===== src/rtl/sequence_generator.sv =====
// sequence_generator: framed serial stimulus source emitting 0,1,0^N,1 per
// accepted request, one bit per enabled clock, with a saturating frame count.
// Optional 7-segment display outputs are enabled by defining SEQGEN_DISP_EN.
module sequence_generator #(
    parameter int unsigned ZW    = 4,
    parameter int unsigned CNT_W = 7
) (
    input  logic             clk,
    input  logic             rst_n,
    input  logic             ena,
    input  logic             req,
    input  logic [ZW-1:0]    n_zeros,
    output logic             sig_out,
    output logic             ack,
    output logic             busy,
    output logic             done,
    output logic [CNT_W-1:0] frame_cnt
`ifdef SEQGEN_DISP_EN
    ,
    output logic [7:0]       disp0,
    output logic [7:0]       disp1
`endif
);

    localparam logic [CNT_W-1:0] CNT_MAX = CNT_W'(99);

    typedef enum logic [2:0] {
        IDLE  = 3'd0,
        LEAD0 = 3'd1,
        LEAD1 = 3'd2,
        ZEROS = 3'd3,
        FINAL = 3'd4
    } state_t;

    state_t           state;
    state_t           state_d;
    logic [ZW-1:0]    n_lat;
    logic [ZW-1:0]    n_lat_d;
    logic [ZW-1:0]    zcnt;
    logic [ZW-1:0]    zcnt_d;
    logic             sig_d;
    logic             ack_d;
    logic             busy_d;
    logic             done_d;
    logic [CNT_W-1:0] frame_cnt_d;

    // Next-state, latched frame length, zero counter and registered-output inputs
    always_comb begin
        state_d     = state;
        n_lat_d     = n_lat;
        zcnt_d      = zcnt;
        ack_d       = 1'b0;
        done_d      = 1'b0;
        frame_cnt_d = frame_cnt;

        if (ena) begin
            case (state)
                IDLE: begin
                    if (req) begin
                        state_d = LEAD0;
                        n_lat_d = n_zeros;
                        ack_d   = 1'b1;
                    end
                end
                LEAD0: begin
                    state_d = LEAD1;
                end
                LEAD1: begin
                    if (n_lat == '0) begin
                        state_d = FINAL;
                    end else begin
                        state_d = ZEROS;
                        zcnt_d  = n_lat - ZW'(1);
                    end
                end
                ZEROS: begin
                    if (zcnt == '0) begin
                        state_d = FINAL;
                    end else begin
                        zcnt_d = zcnt - ZW'(1);
                    end
                end
                FINAL: begin
                    // A pending request chains the next frame with no idle bit
                    if (req) begin
                        state_d = LEAD0;
                        n_lat_d = n_zeros;
                        ack_d   = 1'b1;
                    end else begin
                        state_d = IDLE;
                    end
                end
                default: begin
                    state_d = IDLE;
                end
            endcase

            // FINAL is never re-entered from itself, so this marks the entry edge
            if (state_d == FINAL) begin
                done_d = 1'b1;
                if (frame_cnt != CNT_MAX) begin
                    frame_cnt_d = frame_cnt + CNT_W'(1);
                end
            end
        end

        case (state_d)
            LEAD0, ZEROS: sig_d = 1'b0;
            default:      sig_d = 1'b1;
        endcase

        busy_d = (state_d != IDLE);
    end

    // State and registered outputs
    always_ff @(posedge clk or negedge rst_n) begin
        if (!rst_n) begin
            state     <= IDLE;
            n_lat     <= '0;
            zcnt      <= '0;
            sig_out   <= 1'b1;
            ack       <= 1'b0;
            busy      <= 1'b0;
            done      <= 1'b0;
            frame_cnt <= '0;
        end else begin
            state     <= state_d;
            n_lat     <= n_lat_d;
            zcnt      <= zcnt_d;
            sig_out   <= sig_d;
            ack       <= ack_d;
            busy      <= busy_d;
            done      <= done_d;
            frame_cnt <= frame_cnt_d;
        end
    end

`ifdef SEQGEN_DISP_EN
    // Active-low segment pattern (gfedcba) for one decimal digit
    function automatic logic [6:0] seg7(input logic [3:0] d);
        case (d)
            4'd0:    seg7 = 7'b1000000;
            4'd1:    seg7 = 7'b1111001;
            4'd2:    seg7 = 7'b0100100;
            4'd3:    seg7 = 7'b0110000;
            4'd4:    seg7 = 7'b0011001;
            4'd5:    seg7 = 7'b0010010;
            4'd6:    seg7 = 7'b0000010;
            4'd7:    seg7 = 7'b1111000;
            4'd8:    seg7 = 7'b0000000;
            4'd9:    seg7 = 7'b0011000;
            default: seg7 = 7'b0000111;
        endcase
    endfunction

    logic [3:0] ones_d;
    logic [3:0] tens_d;

    // Split the upcoming count into decimal digits so the display tracks frame_cnt
    always_comb begin
        ones_d = 4'(frame_cnt_d % CNT_W'(10));
        tens_d = 4'(frame_cnt_d / CNT_W'(10));
    end

    // Display registers, decimal point held off
    always_ff @(posedge clk or negedge rst_n) begin
        if (!rst_n) begin
            disp0 <= 8'b11000000;
            disp1 <= 8'b11000000;
        end else if (ena) begin
            disp0 <= {1'b1, seg7(ones_d)};
            disp1 <= {1'b1, seg7(tens_d)};
        end
    end
`endif

endmodule


===== config.mk =====
export PLATFORM = sky130hd
export DESIGN_NAME = sequence_generator
export DESIGN_NICKNAME = d
export VERILOG_FILES = /design/src/rtl/sequence_generator.sv
export SDC_FILE = /design/constraint.sdc
export NUM_CORES = 1
export LEC_CHECK = 0
export CAP_MARGIN = 20
export CORE_MARGIN = 2
export CORE_UTILIZATION = 46
export CTS_CLUSTER_DIAMETER = 100
export DETAILED_ROUTE_END_ITERATION = 10
export PLACE_DENSITY_LB_ADDON = 0.2
export SLEW_MARGIN = 25
export SYNTH_ARGS = -nofsm -noshare
export SYNTH_HDL_FRONTEND = slang
export SYNTH_SLANG_ARGS = --single-unit

===== constraint.sdc =====
create_clock -name clk -period 1.7 [get_ports clk]
set_input_delay 0.34 -clock clk [delete_from_list [all_inputs] [get_ports clk]]
set_output_delay 0.34 -clock clk [all_outputs]
set_load 0.03 [all_outputs]

==> impl_results.md, run 1 <==
- Vias per inst: 5.491
- Total number of vias: 917
- Global-route wire length before repair: 3919 µm
- CTS Sinks: 22
- Commonest non-fill, non-tap cell in the layout: buf_4
- Initial core utilization: 48.93%
- Status: finished clean
- Number of antenna-violating nets in the routed design: 0
- Max IR drop VDD: 0.001051 V
- Total CTS buffers: 3
- Commonest cells after routing, fill and taps aside: 25 x buf_4, 19 x dfrtp_1, 9 x dlygate4sd2_1
- Maxcap violations: 0
- Count of cell types in the netlist: 37
- Overall power: 2723 µW
- Initial antenna violation count: 0
- 1st-iter DRT viols: 4
- Register area share after synthesis: 50.98%
- Post-Synth XOR/XNOR Area: 4.046%
- Post-Place Setup Slack: -0.2670 ns
- H-tree Lvls: 1
- # nets final: 150
- Unrepaired setup endpoints after global routing: yes
- CP arrival: 1.88 ns
- Compound-Gate Fraction of Synth Area: 11.56%
- Hold Path Class: in2async
- Root buf cell: clkbuf_4
- Die Span Y: 52.51 µm
- Simple-Gate Fraction of Synth Area: 19.88%
- Adder-cell share of the synthesized area: 2.312%
- Final WS setup: 0.01246 ns
- Io pins: 19
- Vias in the first global route: 900
- HPWL after detailed placement: 1748 µm
- Residual DRC: 0
- Peak Freq: 0.5926 GHz
- Core area: 2212 µm²
- Final setup vio count: 0
- Post-Syn Nets: 102
- Relative slew margins: 78.40%
- Syn Inst Count: 92
- Routability cong.: 0.8255
- Row cnt: 17
- Final Max Slew Viols: 0
- Layout cells sized above 1: 37.41%
- Avg Synthesized Cell Area: 11.76 µm²
- Overflow left after global routing: 0
- Slew @ Worst Pin: 0.3252 ns
- Worst setup EP type: register
- Post-DR wirelength/cell: 14.49 µm
- Largest family of logic cells by synthesized area: simple AND/OR/NAND/NOR gates
- Minimum clock period: 1.688 ns
- TritonCTS clock tree: built
- Area growth syn-to-layout: 47.05%
- Worst r2r dst: zcnt[2]$_DFFE_PN0P_
- Mux contribution to synthesized area: 9.711%
- # fillers: 170
- Setup TNS: 0 ns
- Diode count: 0
- Synthesized area: 1082 µm²
- Port buffer count: 18
- R2R Path Start: state[2]$_DFF_PN0_
- Fin crit share: 99.27%
- Hold Violations, Final: 0
- First drt pass iteration count: 4
- Largest net degree at the start of global routing: 23
- Number of synthesized register bits: 22
- Clock Skew: 0.01195 ns
- Worst Path Max Fanout: 4
- R2R depth: 5
- Critical path type: reg2reg
- Die width: 52.51 µm
- YS warnings: 0
- Worst-Skew Late Latency: 0.31 ns
- Clk buf depth: 2
- Die area: 2757 µm²
- R2R Setup Slk: 0.01 ns
- CP required: 1.90 ns
- Pwr Density: 1711 nW/µm²
- Worst-path clk slew: 0.13 ns
- Setup crit start kind: register
- Final wirelength: 2419 µm
- Total track usage: 19.89%
- LEAKAGE: 0.0007427 µW
-- metal layers --
metal | track usage, % | share of wire, % | up-vias
met5 | 0 | 0 | -
met4 | 8.974 | 1.3 | 0
met3 | 2.571 | 2.7 | 4
met2 | 32.29 | 48 | 21
met1 | 26.39 | 48 | 448
li1 | - | - | 444
-- worst max path at each step --
stage	to	start	slack, ns	cells after the start
floorplan	frame_cnt[1]$_DFFE_PN0P_	zcnt[2]$_DFFE_PN0P_	0.008	4
global placement	zcnt[2]$_DFFE_PN0P_	ena	-0.21	5
detailed placement	zcnt[0]$_DFFE_PN0P_	ena	-0.27	6
CTS	zcnt[2]$_DFFE_PN0P_	state[2]$_DFF_PN0_	-0.004	5
global route	zcnt[2]$_DFFE_PN0P_	state[2]$_DFF_PN0_	-0.05	6
finish	zcnt[2]$_DFFE_PN0P_	state[2]$_DFF_PN0_	0.01	5
-- cell usage after synthesis (all sizes together) --
library cell	n	area, µm²
dfrtp	21	525.5
mux2	6	75.07
nor2	6	22.52
xnor2	5	43.79
nand2	4	17.52
nand4	4	25.02
a21oi	3	15.01
mux2i	3	30.03
nor4b	3	26.28
o21ai	3	15.01
a211o	2	17.52
a31oi	2	12.51
and3	2	12.51
ha	2	25.02
inv	2	7.510
nand2b	2	12.51
nand3b	2	15.01
nor3	2	10.01
nor4	2	12.51
o22ai	2	32.53
or4	2	22.52
a21o	1	7.510
a22o	1	8.760
buf	1	5.000
clkbuf	1	3.750
dfstp	1	26.28
nand3	1	5.000
nand4b	1	8.760
nand4bb	1	11.26
nor3b	1	7.510
o221ai	1	8.760
o31ai	1	7.510
or3	1	6.260
-- logic make-up after synthesis --
group,count (synthesis)
buf+inv,4
mux,9
simple gates,34
flops,22
compound gates,16
xor+xnor,5
fa+ha+maj,2
-- report_power, final --
| group | internal (µW) | switching [µW] | total, µW |
|---|---|---|---|
| clock network | 238 | 163 | 401 |
| logic | 786 | 694 | 1480 |
| registers | 717 | 126 | 843 |
| total | 1740 | 983 | 2720 |
-- through the flow --
step	utilization (%)	cells	hold WS [ns]	cell area, µm²
final	71.95	167	0.3566	1592
after global routing	71.95	167	0.3747	1592
after CTS	69.06	164	0.3700	1528
after detailed placement	66.18	159	0.5242	1464
after global placement	66.18	159	0.5029	1464
after floorplan	-	92	0.04441	1085
-- critical path, stage by stage, from the launching register on --
cell,delay (ns)
dfrtp_1,0.41
buf_4,0.14
nand4b_1,0.30
o22ai_2,0.33
o21ai_1,0.11
a211o_1,0.28
-- registers in the layout, summed over array words and instances, names as in the netlist --
name and count:
ack 1, busy 1, done 1, frame_cnt 7
n_lat 4, sig_out 1, state 3, zcnt 4
-- timing repair --
| action | 4_1_cts | 5_1_grt |
|---|---|---|
| pin swaps | 4 | 10 |
| buffers inserted | 1 | 3 |
| hold buffers | 0 | 0 |
| endpoints found under the setup margin | 15 | 10 |
| resized for setup | 12 | 9 |
-- cell type report --
| class | count | area, µm² | share of cell area (%) |
|---|---|---|---|
| Multi-Input combinational cell | 66 | 560.5 | 35.22 |
| Sequential cell | 22 | 554.3 | 34.83 |
| Timing Repair Buffer | 45 | 381.6 | 23.98 |
| Tap cell | 28 | 35.03 | 2.201 |
| Clock inverter | 1 | 30.03 | 1.887 |
| Clock buffer | 3 | 22.52 | 1.415 |
| Inverter | 2 | 7.507 | 0.4717 |
No activity file was read; power rests on OpenSTA's default activity.
==> run 2: changes to the inputs <==
--- a/config.mk
+++ b/config.mk
@@ -10,7 +10,7 @@
 export CORE_UTILIZATION = 46
 export CTS_CLUSTER_DIAMETER = 100
 export DETAILED_ROUTE_END_ITERATION = 10
-export PLACE_DENSITY_LB_ADDON = 0.2
+export PLACE_DENSITY = 0.74
 export SLEW_MARGIN = 25
 export SYNTH_ARGS = -nofsm -noshare
 export SYNTH_HDL_FRONTEND = slang
==> impl_results.md, run 2 (same netlist as run 1, synthesis figures left out) <==
- Vias per inst: 5.473 (-0.33%)
- Reg with most FFs: frame_cnt
- CP Depth: 5 (unchanged)
- Placed cells: 158 (-0.63%)
- CTS Sinks: 22 (unchanged)
- Hold buffers post-CTS: 0 (unchanged)
- Die width: 52.51 µm (unchanged)
- Setup crit start kind: register
- Core area: 2212 µm² (unchanged)
- Port buffer count: 18 (unchanged)
- R2R depth: 5 (unchanged)
- Row cnt: 17 (unchanged)
- Busiest grt layer: met2
- Final setup vio count: 3 (+3)
- Layout cells sized above 1: 35.97% (-1.4 points)
- Grt met2 use: 34.58% (+2.3 points)
- Global-route wire length before repair: 4236 µm (+8.1%)
- Finished layout cell area: 1558 µm² (-2.1%)
- Largest net degree at the start of global routing: 23 (unchanged)
- Vias in the first global route: 908 (+0.89%)
- Worst-path clk slew: 0.12 ns (about the same)
- Maxcap violations: 0 (unchanged)
- Post-DR wirelength/cell: 15.38 µm (+6.2%)
- Area post-placement: 1456 µm² (-0.51%)
- Pwr Density: 1663 nW/µm² (-2.8%)
- Die area: 2757 µm² (unchanged)
- Commonest non-fill, non-tap cell in the layout: buf_4
- Unrepaired setup endpoints after global routing: yes
- Failing checks: negative setup slack
- Worst setup EP type: register
- TritonCTS clock tree: built
- Slew @ Worst Pin: 0.4369 ns (+0.1117 ns)
- Residual DRC: 0 (unchanged)
- Critical path type: reg2reg
- CP Buf/Inv Count: 1 (unchanged)
- Initial antenna violation count: 0 (unchanged)
- Max IR drop VDD: 0.001035 V (-1.5%)
- CP required: 1.93 ns (+0.03 ns)
- Number of antenna-violating nets in the routed design: 0 (unchanged)
- Grt met1 use: 28.89% (+2.5 points)
- First drt pass iteration count: 4 (unchanged)
- CP arrival: 1.96 ns (+0.08 ns)
- Diode count: 0 (unchanged)
- Die Span Y: 52.51 µm (unchanged)
- Number of flip-flops under the largest register name: 7 (unchanged)
- Status: complete, but fails checks
- Clock Skew: 0.007256 ns (-0.004691 ns)
- Routability cong.: 0.7710 (-6.6%)
- Biggest regs: frame_cnt: 7 flops, n_lat: 4 flops, zcnt: 4 flops
- Overflow left after global routing: 0 (unchanged)
- Minimum clock period: 1.733 ns (+0.04556 ns)
- Initial core utilization: 48.93% (unchanged)
- Area growth syn-to-layout: 43.93%
- # nets final: 150 (unchanged)
- Worst Path Max Fanout: 4 (unchanged)
- Worst-Skew Late Latency: 0.31 ns (about the same)
- Final wirelength: 2568 µm (+6.2%)
- Hold Path Class: in2async
- CP delay by family, top: simple AND/OR/NAND/NOR gates
- Final WS setup: -0.03310 ns (-0.04556 ns)
- Worst r2r dst: frame_cnt[3]$_DFFE_PN0P_
- H-tree Lvls: 1 (unchanged)
- CP Launch Point: zcnt[2]$_DFFE_PN0P_
- LEAKAGE: 0.0007534 µW (+1.4%)
- Root buf cell: clkbuf_4
- Commonest cells after routing, fill and taps aside: 24 x buf_4, 19 x dfrtp_1, 8 x clkdlybuf4s50_1, 8 x dlygate4sd2_1, 6 x nor2_1
- R2R Setup Slk: -0.03 ns (-0.05 ns)
- Total track usage: 21.51% (+1.6 points)
- CP Cell Sequence: or4_4, o22ai_4, buf_6, nand4_1, xnor2_1
- M3 GR Usage: 3.143% (+0.57 points)
- Total number of vias: 914 (-0.33%)
- Clk buf depth: 2 (unchanged)
- Finished Layout Cells: 167 (unchanged)
- 1st-iter DRT viols: 27 (+23)
- Crit-path slowest cell: or4_4
- Relative slew margins: 70.46% (-7.9 points)
- Fin crit share: 101.9% (+2.7 points)
- Io pins: 19 (unchanged)
- Final Max Slew Viols: 0 (unchanged)
- Hold Violations, Final: 0 (unchanged)
- HPWL after detailed placement: 1800 µm (+3.0%)
- Total CTS buffers: 3 (unchanged)
- Peak Freq: 0.5770 GHz (-2.6%)
- Max incr delay on CP: 0.56 ns (+0.15 ns)
- R2R Path Start: zcnt[2]$_DFFE_PN0P_
- Overall power: 2591 µW (-4.9%)
==> run 2: timing repair <==
item                                    CTS  global route
buffers inserted                          4             1
endpoints found under the setup margin   15            15
resized for setup                        11             7
pin swaps                                 5             5
==> run 2: through the flow <==
step	setup WS, ns	TNS, ns	util, %	hold slack [ns]
4_1_cts	-0.01549	-0.05170	68.83	0.3751
3_5_place_dp	-0.2856	-2.839	65.84	0.5435
6_report	-0.03310	-0.07800	70.42	0.3641
2_1_floorplan	0.007619	0	-	0.04441
3_3_place_gp	-0.1949	-1.859	65.84	0.5109
5_1_grt	-0.1077	-0.5561	70.42	0.3923
==> run 2: report_power, final <==
part           switching, µW  internal (µW)
clock network            158            131
registers                124            717
logic                    689            772
total                    971           1620
==> run 2: layout make-up <==
type,count,area (µm²)
clock buffers,4,36.28
fillers,176,654.4
inverters,2,7.507
multi-input cells,66,535.5
flip-flops and latches,22,554.3
well taps,28,35.03
repair buffers,45,389.1
==> run 2: worst register-to-register path, cell delays in order, from the launching register on <==
cell	delay [ns]
dfrtp_1	0.40
or4_4	0.56
o22ai_4	0.24
buf_6	0.14
nand4_1	0.11
xnor2_1	0.20
==> run 2: how the worst max path moves through the flow <==
stage / end / slack (ns)
after floorplan: frame_cnt[1]$_DFFE_PN0P_ / 0.008
after global placement: frame_cnt[3]$_DFFE_PN0P_ / -0.19
final: frame_cnt[3]$_DFFE_PN0P_ / -0.03
after detailed placement: frame_cnt[4]$_DFFE_PN0P_ / -0.29
after CTS: frame_cnt[4]$_DFFE_PN0P_ / -0.02
after global routing: frame_cnt[3]$_DFFE_PN0P_ / -0.11
==> run 2: per-layer routing <==
layer	vias up	part of all wire, %	routed length [µm]
li1	445	-	-
met1	438	45	1164
met2	24	49	1266
met3	7	3.2	82
met4	0	2.1	54
met5	-	0	0
==> run 3: changes to the inputs <==
--- a/config.mk
+++ b/config.mk
@@ -9,8 +9,10 @@
 export CORE_MARGIN = 2
 export CORE_UTILIZATION = 46
 export CTS_CLUSTER_DIAMETER = 100
+export CTS_CLUSTER_SIZE = 16
 export DETAILED_ROUTE_END_ITERATION = 10
 export PLACE_DENSITY = 0.74
+export SETUP_SLACK_MARGIN = 0.05
 export SLEW_MARGIN = 25
 export SYNTH_ARGS = -nofsm -noshare
 export SYNTH_HDL_FRONTEND = slang
==> impl_results.md, run 3 (same netlist as run 1, synthesis figures left out) <==
- Status: complete, but fails checks
- Failing checks: negative setup slack
- Total number of vias: 894 (-2.2%)
- Die area: 2757 µm² (unchanged)
- Hold Violations, Final: 0 (unchanged)
- Global-route wire length before repair: 4036 µm (-4.7%)
- Largest net degree at the start of global routing: 23 (unchanged)
- Setup crit start kind: register
- Number of flip-flops under the largest register name: 7 (unchanged)
- Initial core utilization: 48.93% (unchanged)
- CTS Sinks: 22 (unchanged)
- Area growth syn-to-layout: 44.28%
- Area post-placement: 1441 µm² (-1.0%)
- Placed cells: 156 (-1.3%)
- Hold buffers post-CTS: 0 (unchanged)
- H-tree Lvls: 1 (unchanged)
- Root buf cell: clkbuf_4
- Peak Freq: 0.5794 GHz (+0.41%)
- Worst hold margin: 0.3580 ns (-0.006110 ns)
- Clk buf depth: 2 (unchanged)
- WL met2: 1172 µm (-7.4%)
- Row cnt: 17 (unchanged)
- First drt pass iteration count: 4 (unchanged)
- R2R Path Start: zcnt[3]$_DFFE_PN0P_
- Clock Skew: 0.003681 ns (-0.003575 ns)
- Final setup vio count: 2 (-1)
- Overflow left after global routing: 0 (unchanged)
- 1st-iter DRT viols: 10 (-63%)
- Finished Layout Cells: 165 (-1.2%)
- Die Span Y: 52.51 µm (unchanged)
- Routed met3 length: 100 µm (+22%)
- Max IR drop VDD: 0.001216 V (+17%)
- Top Metal Used: met4
- Final Max Slew Viols: 0 (unchanged)
- Total track usage: 20.92% (-0.58 points)
- Worst setup EP type: register
- Overall power: 2646 µW (+2.2%)
- Final wirelength: 2395 µm (-6.7%)
- Post-DR wirelength/cell: 14.52 µm (-5.6%)
- Commonest non-fill, non-tap cell in the layout: buf_4
- # nets final: 148 (-1.3%)
- Relative slew margins: 66.79% (-3.7 points)
- Slew @ Worst Pin: 0.4935 ns (+0.05660 ns)
- HPWL after detailed placement: 1682 µm (-6.5%)
- CP arrival: 1.94 ns (-0.02 ns)
- Commonest cells after routing, fill and taps aside: 22 x buf_4, 19 x dfrtp_1, 11 x dlygate4sd2_1
- Worst-Skew Late Latency: 0.31 ns (about the same)
- Layout cells sized above 1: 34.31% (-1.7 points)
- Finished layout cell area: 1562 µm² (+0.24%)
- # fillers: 175 (-0.57%)
- Unrepaired setup endpoints after global routing: yes
- Worst Path Max Fanout: 5 (+1)
- WL met1: 1071 µm (-8.0%)
- Number of antenna-violating nets in the routed design: 0 (unchanged)
- Routability cong.: 0.8169 (+6.0%)
- Vias in the first global route: 875 (-3.6%)
- R2R Setup Slk: -0.03 ns (about the same)
- Maxcap violations: 0 (unchanged)
- Diode count: 0 (unchanged)
- Fin crit share: 101.5% (-0.42 points)
- Io pins: 19 (unchanged)
- Worst-path clk slew: 0.13 ns (about the same)
- Total CTS buffers: 3 (unchanged)
- R2R depth: 4 (-1)
- Critical path type: reg2reg
- Reg with most FFs: frame_cnt
- Post-layout utilization of the core: 70.59% (+0.17 points)
- LEAKAGE: 0.0007452 µW (-1.1%)
- Die width: 52.51 µm (unchanged)
- Port buffer count: 18 (unchanged)
- Final WS setup: -0.02604 ns (+0.007059 ns)
- Pwr Density: 1695 nW/µm² (+1.9%)
- Vias per inst: 5.418 (-1.0%)
- Worst r2r dst: frame_cnt[1]$_DFFE_PN0P_
- Biggest regs: frame_cnt: 7 flops, n_lat: 4 flops, zcnt: 4 flops
- Minimum clock period: 1.726 ns (-0.007059 ns)
- Residual DRC: 0 (unchanged)
- Core area: 2212 µm² (unchanged)
- CP required: 1.91 ns (-0.02 ns)
- TritonCTS clock tree: built
- Initial antenna violation count: 0 (unchanged)
- Hold Path Class: in2async
==> run 3: cell types whose count changed in the layout (fill, tap and decap cells not counted), moves of 2 or more <==
| cell | previous run | this run |
|---|---|---|
| dlygate4sd2_1 | 8 | 11 |
| buf_4 | 24 | 22 |
| dlymetal6s2s_1 | 2 | 0 |
| xnor2_1 | 5 | 3 |
| xnor2_2 | 0 | 2 |
==> run 3: final cells by class <==
cell class,count,area (µm²),area share (%)
multi-input combinational,66,546.8,35.02
sequential,22,554.3,35.50
tap,28,35.03,2.244
inverter,2,7.507,0.4808
clock buffer,3,22.52,1.442
timing repair buffer,43,365.4,23.40
clock inverter,1,30.03,1.923
==> run 3: routing by layer <==
layer | GRT usage (%) | up-vias
met5 | 0 | -
met4 | 11.11 | 0
met3 | 4.857 | 4
met2 | 31.87 | 22
met1 | 27.51 | 429
li1 | - | 439
==> run 3: worst max-delay path: stages (launching register included) <==
cell and delay (ns):
dfrtp_1 0.41, or4_4 0.57, o22ai_4 0.23, nand2_2 0.11, mux2_4 0.30
==> run 3: how the worst max path moves through the flow <==
stage / start / endpoint / slack, ns / cells after the start
final: zcnt[3]$_DFFE_PN0P_ / frame_cnt[1]$_DFFE_PN0P_ / -0.03 / 4
after global routing: zcnt[3]$_DFFE_PN0P_ / zcnt[0]$_DFFE_PN0P_ / -0.07 / 5
after CTS: zcnt[1]$_DFFE_PN0P_ / frame_cnt[4]$_DFFE_PN0P_ / -0.04 / 5
after detailed placement: ena / frame_cnt[2]$_DFFE_PN0P_ / -0.26 / 5
after global placement: ena / frame_cnt[2]$_DFFE_PN0P_ / -0.24 / 5
after floorplan: zcnt[2]$_DFFE_PN0P_ / frame_cnt[1]$_DFFE_PN0P_ / 0.03 / 4
==> run 3: repair_timing <==
item | in CTS | in global routing
resized for setup | 15 | 5
buffers inserted | 4 | 1
endpoints found under the hold margin | 0 | 0
endpoints found under the setup margin | 18 | 13
pin swaps | 8 | 10
==> run 3: through the flow <==
step	setup TNS, ns	worst slack [ns]
2_1_floorplan	0	0.03332
3_3_place_gp	-2.027	-0.2377
3_5_place_dp	-2.474	-0.2551
4_1_cts	-0.1430	-0.04218
5_1_grt	-0.4157	-0.07418
6_report	-0.03855	-0.02604
==> run 3: power by group <==
| part | switching, µW | leakage, µW | internal [µW] | total (µW) |
|---|---|---|---|---|
| clock network | 165 | 0.0000279 | 238 | 404 |
| registers | 150 | 0.000272 | 718 | 867 |
| logic | 651 | 0.000445 | 725 | 1380 |
| total | 966 | 0.000745 | 1680 | 2650 |
